### config.mk
export PLATFORM = sky130hd
export DESIGN_NAME = multi_timer_core_flat
export DESIGN_NICKNAME = d
export VERILOG_FILES = /design/src/rtl/timer_pkg.sv /design/src/rtl/multi_timer_core_if.sv /design/src/rtl/timer_channel.sv /design/src/rtl/multi_timer_core.sv /design/src/flat_wrapper.sv
export SDC_FILE = /design/constraint.sdc
export NUM_CORES = 1
export LEC_CHECK = 0
export BUFFER_PORTS_ARGS = -buffer_cell sky130_fd_sc_hd__clkbuf_2
export CORE_MARGIN = 2
export CORE_UTILIZATION = 50
export CTS_CLUSTER_SIZE = 24
export DETAILED_ROUTE_END_ITERATION = 8
export HOLD_SLACK_MARGIN = 0.03
export PLACE_DENSITY_LB_ADDON = 0.08
export SLEW_MARGIN = 20
export SYNTH_ARGS = -nofsm -noshare
export SYNTH_HDL_FRONTEND = slang
export SYNTH_SLANG_ARGS = --single-unit
### constraint.sdc
create_clock -name clk_100MHz -period 9 [get_ports clk_100MHz]
set_clock_uncertainty 0.2 [all_clocks]
set_input_delay 1.8 -clock clk_100MHz [delete_from_list [all_inputs] [get_ports clk_100MHz]]
set_output_delay 1.8 -clock clk_100MHz [all_outputs]
set_load 0.1 [all_outputs]
### src/rtl/timer_pkg.sv
// ----------------------------------------------------------------------------
// timer_pkg
// Shared definitions for the multi-channel stopwatch/countdown engine:
//   - ch_state_t   : channel state encoding (IDLE/RUN/PAUSED/DONE)
//   - LIM_*        : largest legal value of a BCD digit (9 or 5)
//   - IDX_*        : digit positions inside a 24-bit {Ht,Ho,Mt,Mo,St,So} word
//   - bcd_inc6     : add one second to an HH:MM:SS BCD word
//   - bcd_dec6     : subtract one second from an HH:MM:SS BCD word
//   - bcd_valid    : every digit within its limit
// ----------------------------------------------------------------------------
package timer_pkg;

    typedef enum logic [1:0] {
        ST_IDLE   = 2'd0,
        ST_RUN    = 2'd1,
        ST_PAUSED = 2'd2,
        ST_DONE   = 2'd3
    } ch_state_t;

    localparam logic [3:0] LIM_NINE = 4'd9;
    localparam logic [3:0] LIM_FIVE = 4'd5;

    // Digit index 0 is the least significant nibble (seconds ones).
    localparam int IDX_SO = 0;
    localparam int IDX_ST = 1;
    localparam int IDX_MO = 2;
    localparam int IDX_MT = 3;
    localparam int IDX_HO = 4;
    localparam int IDX_HT = 5;

    localparam logic [23:0] HMS_MAX  = 24'h995959;
    localparam logic [23:0] HMS_ZERO = 24'h000000;

    // Tens-of-minutes and tens-of-seconds roll over at 5, everything else at 9.
    function automatic logic [3:0] digit_limit(input int idx);
        logic [3:0] lim;
        case (idx)
            IDX_SO, IDX_MO, IDX_HO, IDX_HT: lim = LIM_NINE;
            IDX_ST, IDX_MT:                 lim = LIM_FIVE;
            default:                        lim = LIM_NINE;
        endcase
        return lim;
    endfunction

    // Ripple a +1 through the six digits; a digit at its limit wraps to 0
    // and passes the carry on.
    function automatic logic [23:0] bcd_inc6(input logic [23:0] v);
        logic [23:0] r;
        logic        carry;
        logic [3:0]  d;
        r     = v;
        carry = 1'b1;
        for (int i = 0; i < 6; i++) begin
            d = v[i*4 +: 4];
            if (carry) begin
                if (d >= digit_limit(i)) begin
                    r[i*4 +: 4] = 4'd0;
                end else begin
                    r[i*4 +: 4] = d + 4'd1;
                    carry       = 1'b0;
                end
            end
        end
        return r;
    endfunction

    // Ripple a -1 through the six digits; a zero digit borrows and becomes
    // its limit.
    function automatic logic [23:0] bcd_dec6(input logic [23:0] v);
        logic [23:0] r;
        logic        borrow;
        logic [3:0]  d;
        r      = v;
        borrow = 1'b1;
        for (int i = 0; i < 6; i++) begin
            d = v[i*4 +: 4];
            if (borrow) begin
                if (d == 4'd0) begin
                    r[i*4 +: 4] = digit_limit(i);
                end else begin
                    r[i*4 +: 4] = d - 4'd1;
                    borrow      = 1'b0;
                end
            end
        end
        return r;
    endfunction

    function automatic logic bcd_valid(input logic [23:0] v);
        logic ok;
        ok = 1'b1;
        for (int i = 0; i < 6; i++) begin
            if (v[i*4 +: 4] > digit_limit(i)) begin
                ok = 1'b0;
            end
        end
        return ok;
    endfunction

endpackage

### src/rtl/multi_timer_core_if.sv
// ----------------------------------------------------------------------------
// multi_timer_core_if
// Command and display bundle of the multi-channel timer.
//   master : ch_sel, start, pause, clear, mode, load_valid, load_hms (drives)
//            load_ready, load_err, disp_*, running, expired, one_sec (reads)
//   slave  : the timer core, opposite directions
// ----------------------------------------------------------------------------
interface multi_timer_core_if #(
    parameter int NUM_CH = 4
);
    localparam int CH_W = (NUM_CH > 1) ? $clog2(NUM_CH) : 1;

    logic [CH_W-1:0]   ch_sel;
    logic              start;
    logic              pause;
    logic              clear;
    logic              mode;
    logic              load_valid;
    logic [23:0]       load_hms;
    logic              load_ready;
    logic              load_err;
    logic [23:0]       disp_bcd;
    logic [1:0]        disp_state;
    logic              disp_mode;
    logic [NUM_CH-1:0] running;
    logic [NUM_CH-1:0] expired;
    logic              one_sec;

    modport master (
        output ch_sel, start, pause, clear, mode, load_valid, load_hms,
        input  load_ready, load_err, disp_bcd, disp_state, disp_mode,
               running, expired, one_sec
    );

    modport slave (
        input  ch_sel, start, pause, clear, mode, load_valid, load_hms,
        output load_ready, load_err, disp_bcd, disp_state, disp_mode,
               running, expired, one_sec
    );

endinterface

### src/rtl/timer_channel.sv
// ----------------------------------------------------------------------------
// timer_channel
// One BCD HH:MM:SS stopwatch/countdown channel with its own preset and mode.
//   clk, rst    : clock, asynchronous active-high reset
//   tick        : one-second pulse from the shared prescaler
//   cmd_*       : already prioritised and addressed commands (one at a time)
//   mode_in     : direction latched on start from IDLE (1 = count down)
//   load_hms    : preset value, only presented when the load is legal
//   state, count, mode, expired : channel registers
// ----------------------------------------------------------------------------
module timer_channel
    import timer_pkg::*;
(
    input  logic        clk,
    input  logic        rst,
    input  logic        tick,
    input  logic        cmd_clear,
    input  logic        cmd_load,
    input  logic        cmd_start,
    input  logic        cmd_pause,
    input  logic        mode_in,
    input  logic [23:0] load_hms,
    output ch_state_t   state,
    output logic [23:0] count,
    output logic        mode,
    output logic        expired
);

    ch_state_t   state_n;
    logic [23:0] count_n;
    logic [23:0] preset;
    logic [23:0] preset_n;
    logic        mode_n;
    logic        expired_n;

    // State and data registers.
    always_ff @(posedge clk or posedge rst) begin
        if (rst) begin
            state   <= ST_IDLE;
            count   <= '0;
            preset  <= '0;
            mode    <= 1'b0;
            expired <= 1'b0;
        end else begin
            state   <= state_n;
            count   <= count_n;
            preset  <= preset_n;
            mode    <= mode_n;
            expired <= expired_n;
        end
    end

    // The tick is evaluated first from the current state, then commands
    // override it. This lets a pause keep the tick of its own cycle, while a
    // start from PAUSED sees no tick because the channel was not RUN yet.
    always_comb begin
        state_n   = state;
        count_n   = count;
        preset_n  = preset;
        mode_n    = mode;
        expired_n = expired;

        if (tick && state == ST_RUN) begin
            if (!mode) begin
                if (count == HMS_MAX) begin
                    state_n   = ST_DONE;
                    expired_n = 1'b1;
                end else begin
                    count_n = bcd_inc6(count);
                    if (count_n == HMS_MAX) begin
                        state_n   = ST_DONE;
                        expired_n = 1'b1;
                    end
                end
            end else begin
                if (count == HMS_ZERO) begin
                    state_n   = ST_DONE;
                    expired_n = 1'b1;
                end else begin
                    count_n = bcd_dec6(count);
                    if (count_n == HMS_ZERO) begin
                        state_n   = ST_DONE;
                        expired_n = 1'b1;
                    end
                end
            end
        end

        if (cmd_clear) begin
            state_n   = ST_IDLE;
            count_n   = preset;
            expired_n = 1'b0;
        end else if (cmd_load) begin
            if (state == ST_IDLE) begin
                preset_n = load_hms;
                count_n  = load_hms;
            end
        end else if (cmd_start) begin
            case (state)
                ST_IDLE: begin
                    mode_n = mode_in;
                    // A countdown from zero has nothing to count.
                    if (mode_in && count == HMS_ZERO) begin
                        state_n   = ST_DONE;
                        expired_n = 1'b1;
                    end else begin
                        state_n = ST_RUN;
                    end
                end
                ST_PAUSED: state_n = ST_RUN;
                default:   state_n = state_n;
            endcase
        end else if (cmd_pause) begin
            // Only pause if this cycle's tick did not already finish the run.
            if (state == ST_RUN && state_n == ST_RUN) begin
                state_n = ST_PAUSED;
            end
        end
    end

endmodule

### src/rtl/multi_timer_core.sv
// ----------------------------------------------------------------------------
// multi_timer_core
// NUM_CH independent BCD stopwatch/countdown channels sharing a 1 Hz
// prescaler, with a ch_sel-addressed command port and a registered display.
//   clk_100MHz : system clock
//   reset      : asynchronous active-high reset
//   bus        : command/display bundle (slave side)
//                commands act on channel ch_sel only, priority
//                clear > load_valid > start > pause
// ----------------------------------------------------------------------------
module multi_timer_core
    import timer_pkg::*;
#(
    parameter int CLK_HZ = 100000000,
    parameter int NUM_CH = 4
) (
    input  logic              clk_100MHz,
    input  logic              reset,
    multi_timer_core_if.slave bus
);

    localparam int CH_W  = (NUM_CH > 1) ? $clog2(NUM_CH) : 1;
    localparam int PRE_W = (CLK_HZ > 1) ? $clog2(CLK_HZ) : 1;
    localparam logic [PRE_W-1:0] PRE_LAST = PRE_W'(CLK_HZ - 1);

    logic [PRE_W-1:0]  pre_cnt;
    logic              one_sec_q;

    ch_state_t         ch_state [NUM_CH];
    logic [23:0]       ch_count [NUM_CH];
    logic [NUM_CH-1:0] ch_mode;
    logic [NUM_CH-1:0] ch_expired;
    logic [NUM_CH-1:0] running_vec;

    logic              sel_ok;
    ch_state_t         sel_state;
    logic [23:0]       sel_count;
    logic              sel_mode;
    logic              load_ok;
    logic              load_reject;
    logic              do_clear;
    logic              do_load;
    logic              do_start;
    logic              do_pause;

    // Free-running prescaler; one_sec is the registered wrap indication, so
    // it is high during the cycle after the counter sat at CLK_HZ-1.
    always_ff @(posedge clk_100MHz or posedge reset) begin
        if (reset) begin
            pre_cnt   <= '0;
            one_sec_q <= 1'b0;
        end else begin
            one_sec_q <= (pre_cnt == PRE_LAST);
            pre_cnt   <= (pre_cnt == PRE_LAST) ? '0 : pre_cnt + PRE_W'(1);
        end
    end

    // Selected-channel view and command decode. Only the highest-priority
    // command present acts, even when that command is a rejected load.
    always_comb begin
        sel_ok    = (int'(bus.ch_sel) < NUM_CH);
        sel_state = ST_IDLE;
        sel_count = '0;
        sel_mode  = 1'b0;
        if (sel_ok) begin
            sel_state = ch_state[bus.ch_sel];
            sel_count = ch_count[bus.ch_sel];
            sel_mode  = ch_mode[bus.ch_sel];
        end
        load_ok     = sel_ok && (sel_state == ST_IDLE) && bcd_valid(bus.load_hms);
        do_clear    = bus.clear;
        do_load     = !bus.clear && bus.load_valid && load_ok;
        load_reject = !bus.clear && bus.load_valid && !load_ok;
        do_start    = !bus.clear && !bus.load_valid && bus.start;
        do_pause    = !bus.clear && !bus.load_valid && !bus.start && bus.pause;
    end

    for (genvar i = 0; i < NUM_CH; i++) begin : g_ch
        logic hit;
        assign hit = sel_ok && (bus.ch_sel == CH_W'(i));

        timer_channel u_channel (
            .clk       (clk_100MHz),
            .rst       (reset),
            .tick      (one_sec_q),
            .cmd_clear (hit && do_clear),
            .cmd_load  (hit && do_load),
            .cmd_start (hit && do_start),
            .cmd_pause (hit && do_pause),
            .mode_in   (bus.mode),
            .load_hms  (bus.load_hms),
            .state     (ch_state[i]),
            .count     (ch_count[i]),
            .mode      (ch_mode[i]),
            .expired   (ch_expired[i])
        );

        assign running_vec[i] = (ch_state[i] == ST_RUN);
    end

    // Registered display of the addressed channel and the load-reject pulse.
    always_ff @(posedge clk_100MHz or posedge reset) begin
        if (reset) begin
            bus.disp_bcd   <= '0;
            bus.disp_state <= ST_IDLE;
            bus.disp_mode  <= 1'b0;
            bus.load_err   <= 1'b0;
        end else begin
            bus.disp_bcd   <= sel_count;
            bus.disp_state <= sel_state;
            bus.disp_mode  <= sel_mode;
            bus.load_err   <= load_reject;
        end
    end

    assign bus.load_ready = sel_ok && (sel_state == ST_IDLE);
    assign bus.running    = running_vec;
    assign bus.expired    = ch_expired;
    assign bus.one_sec    = one_sec_q;

endmodule

### src/flat_wrapper.sv
// flat-port wrapper written by rule: the top's interface ports become plain ports
module multi_timer_core_flat import timer_pkg::*;
#(
    parameter int CLK_HZ = 100000000,
    parameter int NUM_CH = 4
)
  (clk_100MHz, reset, bus_ch_sel, bus_start, bus_pause, bus_clear, bus_mode, bus_load_valid, bus_load_hms, bus_load_ready, bus_load_err, bus_disp_bcd, bus_disp_state, bus_disp_mode, bus_running, bus_expired, bus_one_sec);
  multi_timer_core_if #(.NUM_CH(NUM_CH)) bus_i ();
  input  logic clk_100MHz;
  input  logic reset;
  input wire logic [$bits(bus_i.ch_sel)-1:0] bus_ch_sel;
  input wire logic [$bits(bus_i.start)-1:0] bus_start;
  input wire logic [$bits(bus_i.pause)-1:0] bus_pause;
  input wire logic [$bits(bus_i.clear)-1:0] bus_clear;
  input wire logic [$bits(bus_i.mode)-1:0] bus_mode;
  input wire logic [$bits(bus_i.load_valid)-1:0] bus_load_valid;
  input wire logic [$bits(bus_i.load_hms)-1:0] bus_load_hms;
  output wire logic [$bits(bus_i.load_ready)-1:0] bus_load_ready;
  output wire logic [$bits(bus_i.load_err)-1:0] bus_load_err;
  output wire logic [$bits(bus_i.disp_bcd)-1:0] bus_disp_bcd;
  output wire logic [$bits(bus_i.disp_state)-1:0] bus_disp_state;
  output wire logic [$bits(bus_i.disp_mode)-1:0] bus_disp_mode;
  output wire logic [$bits(bus_i.running)-1:0] bus_running;
  output wire logic [$bits(bus_i.expired)-1:0] bus_expired;
  output wire logic [$bits(bus_i.one_sec)-1:0] bus_one_sec;
  assign bus_i.ch_sel = bus_ch_sel;
  assign bus_i.start = bus_start;
  assign bus_i.pause = bus_pause;
  assign bus_i.clear = bus_clear;
  assign bus_i.mode = bus_mode;
  assign bus_i.load_valid = bus_load_valid;
  assign bus_i.load_hms = bus_load_hms;
  assign bus_load_ready = bus_i.load_ready;
  assign bus_load_err = bus_i.load_err;
  assign bus_disp_bcd = bus_i.disp_bcd;
  assign bus_disp_state = bus_i.disp_state;
  assign bus_disp_mode = bus_i.disp_mode;
  assign bus_running = bus_i.running;
  assign bus_expired = bus_i.expired;
  assign bus_one_sec = bus_i.one_sec;
  multi_timer_core #(.CLK_HZ(CLK_HZ), .NUM_CH(NUM_CH)) u_core (.clk_100MHz(clk_100MHz), .reset(reset), .bus(bus_i));
endmodule
### Word level (Yosys, flattened, before mapping)

Cells that the tools add are included.

* bits of input ports: 33
* word-level logic and storage cells: 881
* bits in registers: 264
* output and inout bits: 38

* $add $sub $neg: 49
* mux-type cells: 655
* bitwise operators: 9
* eq/ne operators: 24
* reductions and logical operators: 86
* magnitude comparators: 32

Operators by type and width (count)
* 4-bit 2-to-1 mux: 324
* 24-bit 2-to-1 mux: 30
* 1-bit 2-to-1 mux: 243
* 24-bit == test (second input constant): 8
* 24-bit logical NOT: 8
* 2-bit 2-to-1 mux: 50
* 4-bit by 1-bit adder with 4-bit output (second input constant): 24
* 4-bit >= comparator: 24
* 4-bit logical NOT: 24
* 4-bit by 1-bit subtractor with 4-bit output (second input constant): 24
* 24-bit binary-select mux with 2-bit select: 1
* 1-bit logical AND: 36
* 27-bit by 1-bit adder with 27-bit output (second input constant): 1
* 27-bit == test (second input constant): 1
* 27-bit 2-to-1 mux: 1
* 2-bit by 1-bit == test with 1-bit output (second input constant): 9
* 4-bit > comparator (second input constant): 4
* 2-bit case mux with 2 select lines: 4
* 4-bit AND reduction: 4
* 2-bit == test (second input constant): 6
* 2-bit logical NOT: 6
* 3-bit AND reduction: 4
* 4-bit by 3-bit > comparator with 1-bit output (second input constant): 2
* 1-bit NOT: 8
* 6 further kinds: 9

### Depth between registers and ports, before layout

* word-level depth: 71
* depth in mapped cells: 13
* depth with buffers taken out: 10

### Hierarchy

Synthesis repeated with hierarchy kept, for this count alone.

* cell total of the unflattened synthesis: 2465
* area, all modules: 21003.9 um^2

By module, submodules not included
* timer_channel at u_core.g_ch[0].u_channel ...: sequential area each 1301.2 um^2, area an instance 4496.8 um^2, times used 3, cells each 553
* timer_channel at u_core.g_ch[1].u_channel: sequential area each 1301.2 um^2, area an instance 4569.4 um^2, times used 1, cells each 565
* multi_timer_core: sequential area each 1401.3 um^2, area an instance 2944.1 um^2, times used 1, cells each 241

### Worst setup path before layout

No wires, ideal clock.

* kind: input to output
* start: input bus_ch_sel[0]
* end: output bus_load_ready
* buffers on the path: 1
* required time: 7.000 ns
* setup slack: 3.543 ns
* cell stages on the path: 4
* arrival time: 3.457 ns
* cell sequence: clkbuf_1 > mux4_2 > or2_1 > inv_1

* cells in the longest elaborated chain, start to end: 5

RTL lines
* start, declared: line flat_wrapper.sv:11 `input wire logic [$bits(bus_i.ch_sel)-1:0] bus_ch_sel;`
* 2-bit NOT with 3-bit output (implied by the code): line multi_timer_core.sv:66 `sel_state = ch_state[bus.ch_sel];`
* 2-bit binary-select mux with 2-bit select: line multi_timer_core.sv:66
* 2-bit 2-to-1 mux (implied by the code) (2 in a row): line multi_timer_core.sv:66
* net u_core.sel_state[0]: line multi_timer_core.sv:36 `ch_state_t sel_state;`
* 2-bit logical NOT: line multi_timer_core.sv:116 `assign bus.load_ready = sel_ok && (sel_state == ST_IDLE);`
* end, declared: line flat_wrapper.sv:18 `output wire logic [$bits(bus_i.load_ready)-1:0] bus_load_ready;`

The timed path passes the listed nets, and every way through them passes these cells. The select of a mux whose other input is x is not followed.

### Worst setup path in the final report

Ends and elaborated chain as after synthesis.

==> run_results.csv <==
group,metric,value,unit
detailed_routing,routed_wirelength,74.7,mm
setup_path,end_kind,"primary output",
layout,fill_cells,3694,
grt,initial_antenna_violation_count,3,
clock_tree,clkSlewWorstSetupHoldPaths,0.06,ns
synth,synth_enable_flop_cells,0,
grt,grt-ovfl-total,0,
setup_path,worstSetupPathType,"in -> out",
run_status,outcome,"finished, final reports clean",
layout,area_growth_from_synthesis_to_final_layout,8.13,%
place,placedInstanceArea,20300,sq um
synth,netlist_area,19800,sq um
synth,ys_warn_count,0,
floorplan,io-pin-count,71,
timing,achievable-frequency,174,MHz
timing,maxSlewHeadroom,28.6,%
timing,grt_setup_unrepaired,"false",
detailed_routing,wire_per_inst,25.1,um
clock_tree,cts_root_buffer,"sky130_fd_sc_hd__clkbuf_16",
grt,first_global_vias,18600,
grt,gr-usage-met3,5.67,%
synth,yosys-top-cells-area,"sky130_fd_sc_hd__dfrtp_1 33%, sky130_fd_sc_hd__nand2_1 8.1%, sky130_fd_sc_hd__ha_1 6.1%",
clock_tree,cts.htree.levels,1,
timing,final_critical_path_setup_slack,3.24,ns
layout,final-instance-count-excl-fill,2979,
pwr,irDropWorstVdd,0.000182,V
pwr,p_leak,9.27,nW
floorplan,floorplan.die.width,203,um
timing,totalNegativeSetupSlack,0,ns
setup_path,cp_data_required_time,7.00,ns
setup_path,cp_common_cell,"sky130_fd_sc_hd__clkbuf_2",
layout,area.sequential,6610,sq um
synth,synthDistinctLibCells,89,
timing,report.final.hold_viol_count,0,
clock_tree,post_cts.repair.setup_buffers,0,
detailed_routing,pre_repair_dr_iteration_count,5,
setup_path,worst_path_max_delay_cell,"sky130_fd_sc_hd__mux4_2",
detailed_routing,drcViolationCount,0,
clock_tree,cts-buffers-inserted,30,
place,place.port_buffers,70,
detailed_routing,post_drt_antenna_nets,0,
setup_path,cpLargestDelayFamily,"buffers and inverters",
clock_tree,cts_hold_buffers,0,
grt,gr-usage-all-layers,35.9,%
timing,maxSlewViolCount,0,
floorplan,rows,72,
floorplan,die_area,41100,sq um
setup_path,worst_ep_arrival_time,3.76,ns
synth,ys_seq_elements,264,
timing,worstMarginPinSlew,1.06,ns
synth,synth_flop_cell,"sky130_fd_sc_hd__dfrtp_1",
layout,layout.cell_area.non_filler,21400,sq um
clock_tree,cts_repair_resize_count,0,
hold_path,min_path_type,"reg -> reg",
timing,finalCriticalPeriod,5.76,ns
pwr,power.density,196,nW/um^2
grt,grt_max_degree,173,
setup_path,crit_buf_inv,4,
synth,yosys.area.top_type_share,33.4,%
layout,multi_input_area,12100,sq um
place,post-place-ws,3.22,ns
clock_tree,clkSinkCount,264,
setup_path,crit_path_max_incr_delay,0.58,ns
detailed_routing,num_vias,20100,
floorplan,dieHeight,203,um
clock_tree,tritoncts,"done",
synth,netlist.top_cell.by_area,"sky130_fd_sc_hd__dfrtp_1",
clock_tree,clk_path_buf_depth,3,
synth,syn_nets,2616,
grt,grt_use_met2,52.9,%
setup_path,cp_cell_sequence,"clkbuf_2 > buf_4 > mux4_2 > or2_1 > inv_1 > clkbuf_2",
place,numPlacedInstances,2924,
synth,syn-mean-instance-area,7.95,sq um
floorplan,core_region_area,38800,sq um
job,timing.max_cap.violations,0,
synth,share_of_async_settable_or_async_resettable_flops_after_synthesis,100,%
detailed_routing,dr.first_iter.drc_count,2288,
place,place_congestion,0.959,
pwr,power,4.20,mW
floorplan,floorplan.initialDensity,50.9,%
grt,first_pass_grt_wire_length,114,mm
synth,synth_cells,2486,
layout,fin_nets,2568,
synth,synth-seq-area-share,33.4,%
timing,timing.final.crit_share,64.0,%
layout,drive_above_1_share,9.43,%
grt,busiest_layer,"met2",
detailed_routing,viasPerCell,6.73,
place,dpl.hpwl,52.6,mm
clock_tree,clk_lat_worst_skew,0.59,ns
grt,grt_util_met1,50.8,%
setup_path,cp_max_fo,38,
timing,report.final.setup_viol,0,
setup_path,critPathLaunchType,"input port",
placed cells by master, fill, tap and decap left out, types with 13 or more instances in the layout:
cell,n
sky130_fd_sc_hd__a31oi_1,88
sky130_fd_sc_hd__and3_1,21
sky130_fd_sc_hd__a21oi_1,158
sky130_fd_sc_hd__nand3_1,82
sky130_fd_sc_hd__nor3b_1,21
sky130_fd_sc_hd__o22ai_1,18
sky130_fd_sc_hd__o31ai_1,17
sky130_fd_sc_hd__a32oi_1,14
sky130_fd_sc_hd__nand2_1,428
sky130_fd_sc_hd__or3_1,16
sky130_fd_sc_hd__inv_1,73
sky130_fd_sc_hd__buf_4,35
sky130_fd_sc_hd__mux4_2,28
sky130_fd_sc_hd__o221ai_1,29
sky130_fd_sc_hd__nor2_1,215
sky130_fd_sc_hd__nor3_1,66
sky130_fd_sc_hd__clkbuf_2,70
sky130_fd_sc_hd__xor2_1,21
sky130_fd_sc_hd__ha_1,97
sky130_fd_sc_hd__mux2i_1,18
sky130_fd_sc_hd__nor4_1,34
sky130_fd_sc_hd__nor2b_1,18
sky130_fd_sc_hd__nand4_1,44
sky130_fd_sc_hd__a211oi_1,13
sky130_fd_sc_hd__o21ai_0,172
sky130_fd_sc_hd__and2_1,26
sky130_fd_sc_hd__clkbuf_16,31
sky130_fd_sc_hd__nand2b_1,32
sky130_fd_sc_hd__a22oi_1,13
sky130_fd_sc_hd__dfrtp_1,264
sky130_fd_sc_hd__o211ai_1,37
per-stage QoR:
stage	utilization (%)	hold WS (ns)
floorplan	-	0.230
global placement	52.3	0.254
detailed placement	52.3	0.255
CTS	55.0	0.274
global route	55.0	0.297
finish	55.0	0.269
worst register-to-register path: cells and delay by family, from the launching register on:
family / cells / cell delay (ns)
fa+ha+maj: 1 / 0.23
simple gates: 4 / 2.06
buf+inv: 1 / 0.21
compound gates: 4 / 0.99
flops: 1 / 0.56
final timing paths:
| check | cells past startpoint | slack (ns) | to | from |
|---|---|---|---|---|
| max reg2reg | 10 | 4.67 | u_core.g_ch[2].u_channel.count[5] | u_core.g_ch[2].u_channel.count[0] |
| max | 6 | 3.24 | bus_load_ready | bus_ch_sel[0] |
| max in group asynchronous | 4 | 6.01 | u_core.g_ch[3].u_channel.count[15] | reset |
| min in group asynchronous | 3 | 1.17 | u_core.bus.disp_bcd[9] | reset |
| min | 1 | 0.27 | u_core.pre_cnt[6] | u_core.pre_cnt[6] |
| min reg2reg | 1 | 0.27 | u_core.pre_cnt[6] | u_core.pre_cnt[6] |
cell families after synthesis:
family | after synthesis | synth area share [%]
buffers and inverters | 261 | 5.23
adder cells (fa/ha/maj) | 97 | 6.14
AND/OR/NAND/NOR | 1090 | 26.7
flip-flops | 264 | 33.4
multiplexers | 52 | 4.45
XOR/XNOR | 31 | 1.37
AO/OA/AOI/OAI | 691 | 22.6
Yosys cell counts, types with 12 or more instances:
library cell,instances
sky130_fd_sc_hd__nand2_1,428
sky130_fd_sc_hd__dfrtp_1,264
sky130_fd_sc_hd__nor2_1,216
sky130_fd_sc_hd__o21ai_0,172
sky130_fd_sc_hd__a21oi_1,158
sky130_fd_sc_hd__clkbuf_1,156
sky130_fd_sc_hd__ha_1,97
sky130_fd_sc_hd__a31oi_1,88
sky130_fd_sc_hd__nand3_1,82
sky130_fd_sc_hd__inv_1,74
sky130_fd_sc_hd__nor3_1,66
sky130_fd_sc_hd__nand4_1,44
sky130_fd_sc_hd__o211ai_1,37
sky130_fd_sc_hd__nor4_1,34
sky130_fd_sc_hd__nand2b_1,32
sky130_fd_sc_hd__o221ai_1,29
sky130_fd_sc_hd__mux4_2,28
sky130_fd_sc_hd__and2_1,25
sky130_fd_sc_hd__and3_1,21
sky130_fd_sc_hd__nor3b_1,21
sky130_fd_sc_hd__xor2_1,21
sky130_fd_sc_hd__mux2i_1,18
sky130_fd_sc_hd__nor2b_1,18
sky130_fd_sc_hd__o22ai_1,18
sky130_fd_sc_hd__o31ai_1,18
sky130_fd_sc_hd__buf_2,16
sky130_fd_sc_hd__or3_1,16
sky130_fd_sc_hd__a32oi_1,14
sky130_fd_sc_hd__a211oi_1,13
sky130_fd_sc_hd__a22oi_1,13
sky130_fd_sc_hd__a21o_1,12
sky130_fd_sc_hd__nand4b_1,12
layout make-up:
cell class	instances	share of cell area [%]
clock buffer	45	4.39
antenna	1	0.0117
timing repair buffer	106	2.96
tap	518	3.03
inverter	75	1.34
multi-input combinational	1961	56.8
sequential	264	30.9
clock inverter	9	0.586
where the power goes:
part / switching, mW / leakage [nW] / internal [mW]
Clock: 0.529 / 0.523 / 0.798
Combinational: 0.880 / 5.30 / 0.417
Sequential: 0.287 / 3.45 / 1.29
Total: 1.70 / 9.27 / 2.50
metal layers:
metal | vias up | part of all wire [%]
li1 | 8990 | -
met1 | 9780 | 43
met2 | 1077 | 42
met3 | 210 | 9.0
met4 | 2 | 5.9
met5 | - | 0.015
flip-flops by register name (all words and copies together), names as in the netlist:
register and count:
u_core.bus.one_sec 1, u_core.g_ch.u_channel.preset 96, u_core.pre_cnt 27, u_core.g_ch.u_channel.expired 4
u_core.bus.load_err 1, u_core.bus.disp_state 2, u_core.bus.disp_bcd 24, u_core.g_ch.u_channel.count 96
u_core.bus.disp_mode 1, u_core.g_ch.u_channel.mode 4, u_core.g_ch.u_channel.state 8
Note: power is estimated with default switching activity, not from simulation.
